## config.mk

```make
export PLATFORM = sky130hd
export DESIGN_NAME = counter_bank
export DESIGN_NICKNAME = d
export VERILOG_FILES = /design/src/rtl/counter_bank_pkg.sv /design/src/rtl/counter_bank_ch.sv /design/src/rtl/counter_bank.sv
export SDC_FILE = /design/constraint.sdc
export NUM_CORES = 1
export LEC_CHECK = 0
export CAP_MARGIN = 20
export CORE_MARGIN = 1
export CORE_UTILIZATION = 45
export DETAILED_ROUTE_END_ITERATION = 10
export DONT_BUFFER_PORTS = 1
export GPL_ROUTABILITY_DRIVEN = 0
export SETUP_SLACK_MARGIN = 0.05
export SYNTH_ARGS = -nofsm -noshare
export SYNTH_HDL_FRONTEND = slang
export SYNTH_SLANG_ARGS = --single-unit
export TNS_END_PERCENT = 100
```

## constraint.sdc

```tcl
create_clock -name clk -period 3.38 [get_ports clk]
set_input_delay 0.507 -clock clk [delete_from_list [all_inputs] [get_ports clk]]
set_output_delay 0.507 -clock clk [all_outputs]
set_load 0.01 [all_outputs]
```

## src/rtl/counter_bank_pkg.sv

```systemverilog
// Shared encodings for the counter bank: channel modes, write-target select
// and the width of the channel-select field.
package counter_bank_pkg;

  typedef enum logic [1:0] {
    MODE_STOP     = 2'b00,
    MODE_ONESHOT  = 2'b01,
    MODE_PERIODIC = 2'b10,
    MODE_SQUARE   = 2'b11
  } mode_e;

  localparam logic SEL_VALUE = 1'b0;
  localparam logic SEL_CTRL  = 1'b1;

  localparam int CH_W = 3;

endpackage

```

## src/rtl/counter_bank_ch.sv

```systemverilog
// One counter channel: tick synchroniser with rising-edge detect, down-counter
// with STOP/ONESHOT/PERIODIC/SQUARE behaviour, and the registered output bit.
module counter_bank_ch
  import counter_bank_pkg::*;
#(
  parameter int WIDTH = 32
) (
  input  logic             clk,
  input  logic             rst_n,
  input  logic             tick_raw,
  input  logic             we,
  input  logic             sel,
  input  logic [WIDTH-1:0] val,
  output logic [WIDTH-1:0] count,
  output logic             out
);

  localparam logic [WIDTH-1:0] ONE = WIDTH'(1);

  logic       s1, s2, s3;
  logic       tick;
  logic [WIDTH-1:0] load;
  mode_e      mode;
  logic       pulse;  // out is a one-cycle PERIODIC pulse to be cleared

  // NOTE: every register, including the synchroniser flops, takes the async
  // reset so that reset mid-count leaves no stale tick or pending pulse.
  always_ff @(posedge clk or negedge rst_n) begin
    if (!rst_n) begin
      s1 <= 1'b0;
      s2 <= 1'b0;
      s3 <= 1'b0;
    end else begin
      s1 <= tick_raw;
      s2 <= s1;
      s3 <= s2;
    end
  end

  assign tick = s2 & ~s3;

  // NOTE: non-blocking assignments throughout; a later assignment in the same
  // edge overrides the default pulse clear below.
  always_ff @(posedge clk or negedge rst_n) begin
    if (!rst_n) begin
      load  <= '0;
      count <= '0;
      mode  <= MODE_STOP;
      out   <= 1'b0;
      pulse <= 1'b0;
    end else begin
      pulse <= 1'b0;
      if (pulse) out <= 1'b0;

      if (we && sel == SEL_VALUE) begin
        load  <= val;
        count <= val;
        out   <= 1'b0;
      end else if (we) begin
        mode <= mode_e'(val[1:0]);
      end else if (tick && mode != MODE_STOP) begin
        if (count > ONE) begin
          count <= count - ONE;
        end else if (count == ONE) begin
          // count = 0 (finished ONESHOT, or load = 0) falls through: no wrap
          unique case (mode)
            MODE_ONESHOT: begin
              count <= '0;
              out   <= 1'b1;
            end
            MODE_PERIODIC: begin
              count <= load;
              out   <= 1'b1;
              pulse <= 1'b1;
            end
            MODE_SQUARE: begin
              count <= load;
              out   <= ~out;
            end
            default: ;
          endcase
        end
      end
    end
  end

endmodule

```

## src/rtl/counter_bank.sv

```systemverilog
// Bank of NCH programmable down-counters with a shared write port and a
// combinational read-back of the selected channel's count.
module counter_bank
  import counter_bank_pkg::*;
#(
  parameter int NCH   = 3,
  parameter int WIDTH = 32
) (
  input  logic             clk,
  input  logic             rst_n,
  input  logic [NCH-1:0]   ch_tick,
  input  logic             counter_we,
  input  logic             counter_sel,
  input  logic [CH_W-1:0]  counter_ch,
  input  logic [WIDTH-1:0] counter_val,
  output logic [NCH-1:0]   counter_OUT,
  output logic [WIDTH-1:0] counter_out
);

  logic [WIDTH-1:0] count [NCH];
  logic [NCH-1:0]   we_ch;

  // NOTE: outputs get a default before the loop so no latch is inferred;
  // an out-of-range channel matches nothing and so writes nowhere, reads 0.
  always_comb begin
    we_ch       = '0;
    counter_out = '0;
    for (int i = 0; i < NCH; i++) begin
      if (counter_ch == CH_W'(i)) begin
        we_ch[i]    = counter_we;
        counter_out = count[i];
      end
    end
  end

  for (genvar g = 0; g < NCH; g++) begin : g_ch
    counter_bank_ch #(.WIDTH(WIDTH)) u_ch (
      .clk      (clk),
      .rst_n    (rst_n),
      .tick_raw (ch_tick[g]),
      .we       (we_ch[g]),
      .sel      (counter_sel),
      .val      (counter_val),
      .count    (count[g]),
      .out      (counter_OUT[g])
    );
  end

endmodule
```

==> results.sh, run 1 <==
export IMPL_rows=60
export IMPL_clock_tree_root_cell="clkbuf_16"
export IMPL_maxCapViolations=0
export IMPL_cts_resized=0
export IMPL_status="finished, violations left"
export IMPL_netlist_area_um2=12400
export IMPL_fmax_ghz=0.327
export IMPL_r2r_start="g_ch[1].u_ch.count[8]$_DFFE_PN0P_"
export IMPL_detailed_place_hpwl_um=31000
export IMPL_vias=11700
export IMPL_crit_type="reg -> reg"
export IMPL_routed_via_density=6.46
export IMPL_ctsHtreeMaxLevel=1
export IMPL_postCtsSetupBuffers=0
export IMPL_peakVddDrop_mv=0.383
export IMPL_tightestPinTransition_ps=1100
export IMPL_startpoint_type="register"
export IMPL_coreArea_um2=27000
export IMPL_power_leakage_nw=6.05
export IMPL_yosys_warnings=0
export IMPL_relSlewSlack_pct=26.2
export IMPL_start_util_pct=46.0
export IMPL_hp_class="in -> async"
export IMPL_antenna_found_initial=1
export IMPL_mostFrequentLayoutCells="nand2_1, dfrtp_1, nor2_1"
export IMPL_rr_endpoint="g_ch[1].u_ch.count[3]$_DFFE_PN0P_"
export IMPL_synthCells=1469
export IMPL_synth_area_leaders="dfrtp_1, nand2_1, nor2_1"
export IMPL_critical_path_arrival_ps=3470
export IMPL_synth_top_cell_area_share_pct=43.0
export IMPL_power_density_nw_per_um2=596
export IMPL_tns_ps=0
export IMPL_final_common_cell="nand2_1"
export IMPL_grt_max_degree=214
export IMPL_grtUsageTotal_pct=31.3
export IMPL_violations="hold timing"
export IMPL_cts_hold_buf=3
export IMPL_r2r_cells=5
export IMPL_grt_pass1_wl_um=67400
export IMPL_clkLatencyLatePin_ps=540
export IMPL_slew_viol_final=0
export IMPL_fp_dieH_um=168
export IMPL_skew_ps=16.3
export IMPL_ios=77
export IMPL_synth_async_reset_ratio_pct=100
export IMPL_die_w_um=168
export IMPL_synth_seq_cells=213
export IMPL_io_buffers=0
export IMPL_drive_above_1_share_pct=9.52
export IMPL_ys_types=69
export IMPL_totalWireLength_um=44300
export IMPL_clockBufferDepth=3
export IMPL_clk_pin_slew_ps=60
export IMPL_fin_crit_sh_pct=90.5
export IMPL_rrSetupSlack_ps=320
export IMPL_drt_iter0_markers=1391
export IMPL_yosys_area_top_type="dfrtp_1"
export IMPL_fin_crit_ps=3060
export IMPL_avgSynthCellArea_um2=8.44
export IMPL_slowest_delay_ps=680
export IMPL_dieArea_um2=28200
export IMPL_grt_ovfl_total=0
export IMPL_drc_errors=0
export IMPL_routedWlPerCell_um=24.5
export IMPL_cts_sinks=213
export IMPL_ys_seq_area_share_pct=43.0
export IMPL_synth_nets=1526
export IMPL_slowest_stage="o32a_1"
export IMPL_fin_util_pct=51.0
export IMPL_synth_edf_count=0
export IMPL_endpoint_kind="register"
export IMPL_cp_max_fo=28
export IMPL_cts_tree="done"
export IMPL_hold_viol_final=213
export IMPL_setup_violations=0
export IMPL_drt_first_pass_iters=5
export IMPL_rsz0062_at_grt="no"
export IMPL_holdWs_ps=-327
export IMPL_area_growth_pct=10.9
export IMPL_path_cells="or4_1 -> nand4bb_1 -> or2_2 -> o32a_1 -> a22o_1"
export IMPL_num_nets_final=1508
export IMPL_n_antenna_cell=0
export IMPL_grt_pass1_vias=10900
export IMPL_numCtsBuffers=26
export IMPL_num_fill_cells=2558
export IMPL_crit_required_ps=3790
export IMPL_synthFlopType="dfrtp_1"
export IMPL_antenna_left=0
==> stage by stage <==
step                total power [mW]  setup slack, ps  instance area (um2)  std cells
floorplan                       4.77              683                12400       1469
global placement                5.35              396                12900       1761
detailed placement              5.40              346                12900       1761
CTS                             8.20              339                13800       1811
global route                    8.56              147                13800       1811
finish                          8.20              320                13800       1811
==> synth_stat cells (all sizes together), types with 11 or more instances <==
library cell,count
a21o,22
a221oi,46
nor4,44
nand3,30
or3,14
dfrtp,213
o21ai,86
a31oi,11
nor2,145
or2,16
a22o,23
nor3,52
mux2i,38
o2bb2ai,37
nand2,291
buf,33
and2,19
clkbuf,76
a21oi,71
inv,31
or4,14
ha,15
o22ai,11
==> power by group <==
part	internal [mW]	switching [mW]
Clock	1.66	1.13
Combinational	0.719	0.984
Sequential	3.06	0.639
Total	5.44	2.76
==> area by class of cell <==
| cell class | instances | area, um2 | share of cell area (%) |
|---|---|---|---|
| multi-input combinational | 1116 | 6530 | 47.5 |
| clock inverter | 9 | 76.3 | 0.555 |
| sequential | 213 | 5330 | 38.8 |
| tap | 341 | 427 | 3.10 |
| timing repair buffer | 63 | 493 | 3.59 |
| inverter | 31 | 116 | 0.846 |
| clock buffer | 38 | 777 | 5.65 |
==> metal layers <==
layer / wire length [um] / track usage, %
met1: 18800 / 44.4
met3: 3960 / 5.69
met4: 2190 / 13.7
met5: 0 / 0
met2: 19300 / 46.6
==> worst max-delay path, delay by kind of cell (launching register included) <==
kind | cells | cell delay [ps]
AOI/OAI and AO/OA | 2 | 1020
and+or+nand+nor | 3 | 1480
DFF | 1 | 430
==> cell families after synthesis <==
logic type	after synthesis	synth area share, %
AO/OA/AOI/OAI	382	21.4
XOR/XNOR	3	0.212
adder cells (fa/ha/maj)	15	1.51
buffers and inverters	140	4.69
flip-flops	213	43.0
multiplexers	45	3.70
AND/OR/NAND/NOR	671	25.4
==> how the worst max path moves through the flow <==
stage                                                 start                                  to  slack, ps  depth (start not counted)
after floorplan           g_ch[0].u_ch.count[6]$_DFFE_PN0P_  g_ch[0].u_ch.count[28]$_DFFE_PN0P_        680                          9
after global placement    g_ch[1].u_ch.count[8]$_DFFE_PN0P_   g_ch[1].u_ch.count[6]$_DFFE_PN0P_        400                          5
after detailed placement  g_ch[1].u_ch.count[8]$_DFFE_PN0P_  g_ch[1].u_ch.count[15]$_DFFE_PN0P_        350                          5
after CTS                 g_ch[1].u_ch.count[8]$_DFFE_PN0P_   g_ch[1].u_ch.count[3]$_DFFE_PN0P_        340                          5
after global routing      g_ch[1].u_ch.count[8]$_DFFE_PN0P_   g_ch[1].u_ch.count[1]$_DFFE_PN0P_        150                          6
final                     g_ch[1].u_ch.count[8]$_DFFE_PN0P_   g_ch[1].u_ch.count[3]$_DFFE_PN0P_        320                          5
==> sequential cells by signal (all words and copies together), names as in the netlist <==
signal	cells
g_ch.u_ch.mode	6
g_ch.u_ch.out	3
g_ch.u_ch.s1	3
g_ch.u_ch.s2	3
g_ch.u_ch.s3	3
g_ch.u_ch.count	96
g_ch.u_ch.pulse	3
g_ch.u_ch.load	96
(Power assumes the default switching activity.)
==> inputs of run 2 (changes only) <==
--- a/config.mk
+++ b/config.mk
@@ -5,7 +5,9 @@
 export SDC_FILE = /design/constraint.sdc
 export NUM_CORES = 1
 export LEC_CHECK = 0
-export CAP_MARGIN = 20
+export ABC_AREA = 1
+export CAP_MARGIN = 10
+export CORE_ASPECT_RATIO = 0.9
 export CORE_MARGIN = 1
 export CORE_UTILIZATION = 45
 export DETAILED_ROUTE_END_ITERATION = 10
==> results.sh, run 2 <==
export IMPL_avgSynthCellArea_um2=6.76
export IMPL_largestRegisters="g_ch.u_ch.count (96), g_ch.u_ch.load (96), g_ch.u_ch.mode (6)"
export IMPL_routedWlPerCell_um=19.3
export IMPL_startpoint_type="register"
export IMPL_area_growth_pct=8.05
export IMPL_final_common_cell="nand2_1"
export IMPL_synth_most_common_cell="nand2_1"
export IMPL_status="finished, violations left"
export IMPL_mostFrequentLayoutCells="nand2_1, nor2_1, dfrtp_1"
export IMPL_yosys_warnings=0
export IMPL_fin_crit_ps=2600
export IMPL_clock_tree_root_cell="clkbuf_16"
export IMPL_power_density_nw_per_um2=691
export IMPL_violations="hold timing"
export IMPL_hp_class="in -> async"
export IMPL_grt_ovfl_total=0
export IMPL_netlist_area_um2=13500
export IMPL_rows=59
export IMPL_tns_ps=0
export IMPL_cts_tree="done"
export IMPL_synthCells=1998
export IMPL_drc_errors=0
export IMPL_synthFlopType="dfrtp_1"
export IMPL_ys_types=42
export IMPL_clockBufferDepth=3
export IMPL_postPlaceCellArea_um2=13800
export IMPL_crit_type="reg -> reg"
export IMPL_clkLatencyLatePin_ps=550
export IMPL_critical_path_arrival_ps=3080
export IMPL_n_antenna_cell=0
export IMPL_dieArea_um2=30700
export IMPL_grt_pass1_wl_um=71100
export IMPL_fin_crit_sh_pct=76.9
export IMPL_hold_viol_final=213
export IMPL_cp_max_fo=25
export IMPL_ios=77
export IMPL_synth_nets=2055
export IMPL_setup_violations=0
export IMPL_peakVddDrop_mv=0.441
export IMPL_relSlewSlack_pct=47.4
export IMPL_drt_iter0_markers=1216
export IMPL_fp_dieH_um=166
export IMPL_maxCapViolations=0
export IMPL_io_buffers=0
export IMPL_ys_seq_area_share_pct=39.4
export IMPL_totalWireLength_um=46100
export IMPL_vias=12900
export IMPL_crit_required_ps=3860
export IMPL_clk_pin_slew_ps=60
export IMPL_numCtsBuffers=25
export IMPL_detailed_place_hpwl_um=34300
export IMPL_tightestPinTransition_ps=787
export IMPL_cts_sinks=213
export IMPL_die_w_um=185
export IMPL_num_nets_final=2036
export IMPL_holdWs_ps=-335
export IMPL_grt_max_degree=214
export IMPL_drt_first_pass_iters=5
export IMPL_fin_area_um2=14600
export IMPL_slew_viol_final=0
export IMPL_grtUsageTotal_pct=30.5
export IMPL_power_leakage_nw=7.77
export IMPL_coreArea_um2=29200
export IMPL_grt_pass1_vias=12100
export IMPL_skew_ps=15.9
export IMPL_ctsHtreeMaxLevel=1
export IMPL_cts_resized=0
export IMPL_synth_async_reset_ratio_pct=100
export IMPL_synth_edf_count=0
export IMPL_start_util_pct=46.2
export IMPL_yosys_area_top_type="dfrtp_1"
export IMPL_rsz0062_at_grt="no"
export IMPL_synth_seq_cells=213
export IMPL_cts_hold_buf=3
export IMPL_synth_top_cell_area_share_pct=39.4
export IMPL_fmax_ghz=0.385
export IMPL_endpoint_kind="register"
export IMPL_routed_via_density=5.39
export IMPL_synth_common_cells="nand2_1, nor2_1, dfrtp_1"
export IMPL_antenna_left=0
export IMPL_drive_above_1_share_pct=7.17
export IMPL_synth_area_leaders="dfrtp_1, nand2_1, nor2_1"
export IMPL_antenna_found_initial=0
## run 2: cell types whose count changed in the layout (fill, tap and decap cells not counted), sizes merged, moves of 41 or more
cell    before  now
nor2       145  293
a21oi       71   28
nand3       30  173
nand2      291  794
nor3        52   10
buf         60   19
a221oi      46    0
inv         32  197
nor4        44    0
## run 2: final cells by class
type / instances / area, um2
fillers: 2986 / 14600
multi-input cells: 1519 / 7070
flip-flops and latches: 213 / 5330
inverters: 198 / 744
clock buffers: 37 / 721
well taps: 396 / 495
repair buffers: 22 / 173
clock inverters: 6 / 65.1
## run 2: metrics by stage
| step | power (mW) | cells | util, % | setup WS (ps) | hold WS, ps |
|---|---|---|---|---|---|
| final | 10.1 | 2391 | 49.9 | 781 | -335 |
| after global routing | 10.8 | 2391 | 49.9 | 579 | -358 |
| after floorplan | 6.43 | 1998 | - | 1510 | 211 |
| after CTS | 10.1 | 2391 | 49.9 | 793 | -352 |
| after detailed placement | 7.38 | 2345 | 47.2 | 810 | 221 |
| after global placement | 7.33 | 2345 | 47.2 | 806 | 222 |
## run 2: cell families (layout without fill, tap and decap cells)
family          Yosys count  after routing  synth area share [%]
buf+inv                 266            263                  8.31
simple gates           1298           1298                  40.7
xor+xnor                 38             38                  2.46
compound gates          168            168                  7.73
fa+ha+maj                15             15                  1.39
flops                   213            213                  39.4
## run 2: power breakdown
group,switching [mW],internal [mW],leakage (nW),total [mW]
clock,1.12,1.55,0.383,2.67
combinational,2.23,1.14,4.75,3.37
sequential,0.812,3.24,2.64,4.06
total,4.16,5.93,7.77,10.1
## run 2: final timing paths
path / to / cells past startpoint / start / slack [ps]
setup / recovery: g_ch[2].u_ch.count[7]$_DFFE_PN0P_ / 13 / g_ch[2].u_ch.count[0]$_DFFE_PN0P_ / 780
setup reg to reg: g_ch[2].u_ch.count[7]$_DFFE_PN0P_ / 13 / g_ch[2].u_ch.count[0]$_DFFE_PN0P_ / 780
max in group asynchronous: g_ch[2].u_ch.load[22]$_DFFE_PN0P_ / 0 / rst_n / 3160
min in group clk: g_ch[0].u_ch.load[8]$_DFFE_PN0P_ / 2 / counter_val[8] / 90
hold / removal: g_ch[1].u_ch.count[5]$_DFFE_PN0P_ / 0 / rst_n / -340
hold reg to reg: g_ch[2].u_ch.s2$_DFF_PN0_ / 0 / g_ch[2].u_ch.s1$_DFF_PN0_ / 350
## run 2: layer usage
layer  GRT usage, %  vias up  wire length (um)
li1               -     6236                 -
met1           42.7     6107             20600
met2           46.2      454             19900
met3           5.94       92              3500
met4           12.2        0              2010
met5              0        -                 0
## run 2: repair_timing
item / in CTS / in global routing
setup endpoints to repair: 0 / 0
setup buffers: 0 / 0
endpoints found under the hold margin: 216 / 213
## run 2: critical path: stages, from the launching register on
cell,delay [ps]
dfrtp_1,450
inv_1,170
ha_1,280
nand2_2,170
nor2_8,190
nand2_4,100
nand2_4,100
nand2_2,90
nand2_2,90
nand3_2,280
buf_4,350
o21ai_0,110
nand2_1,70
nand2_1,70
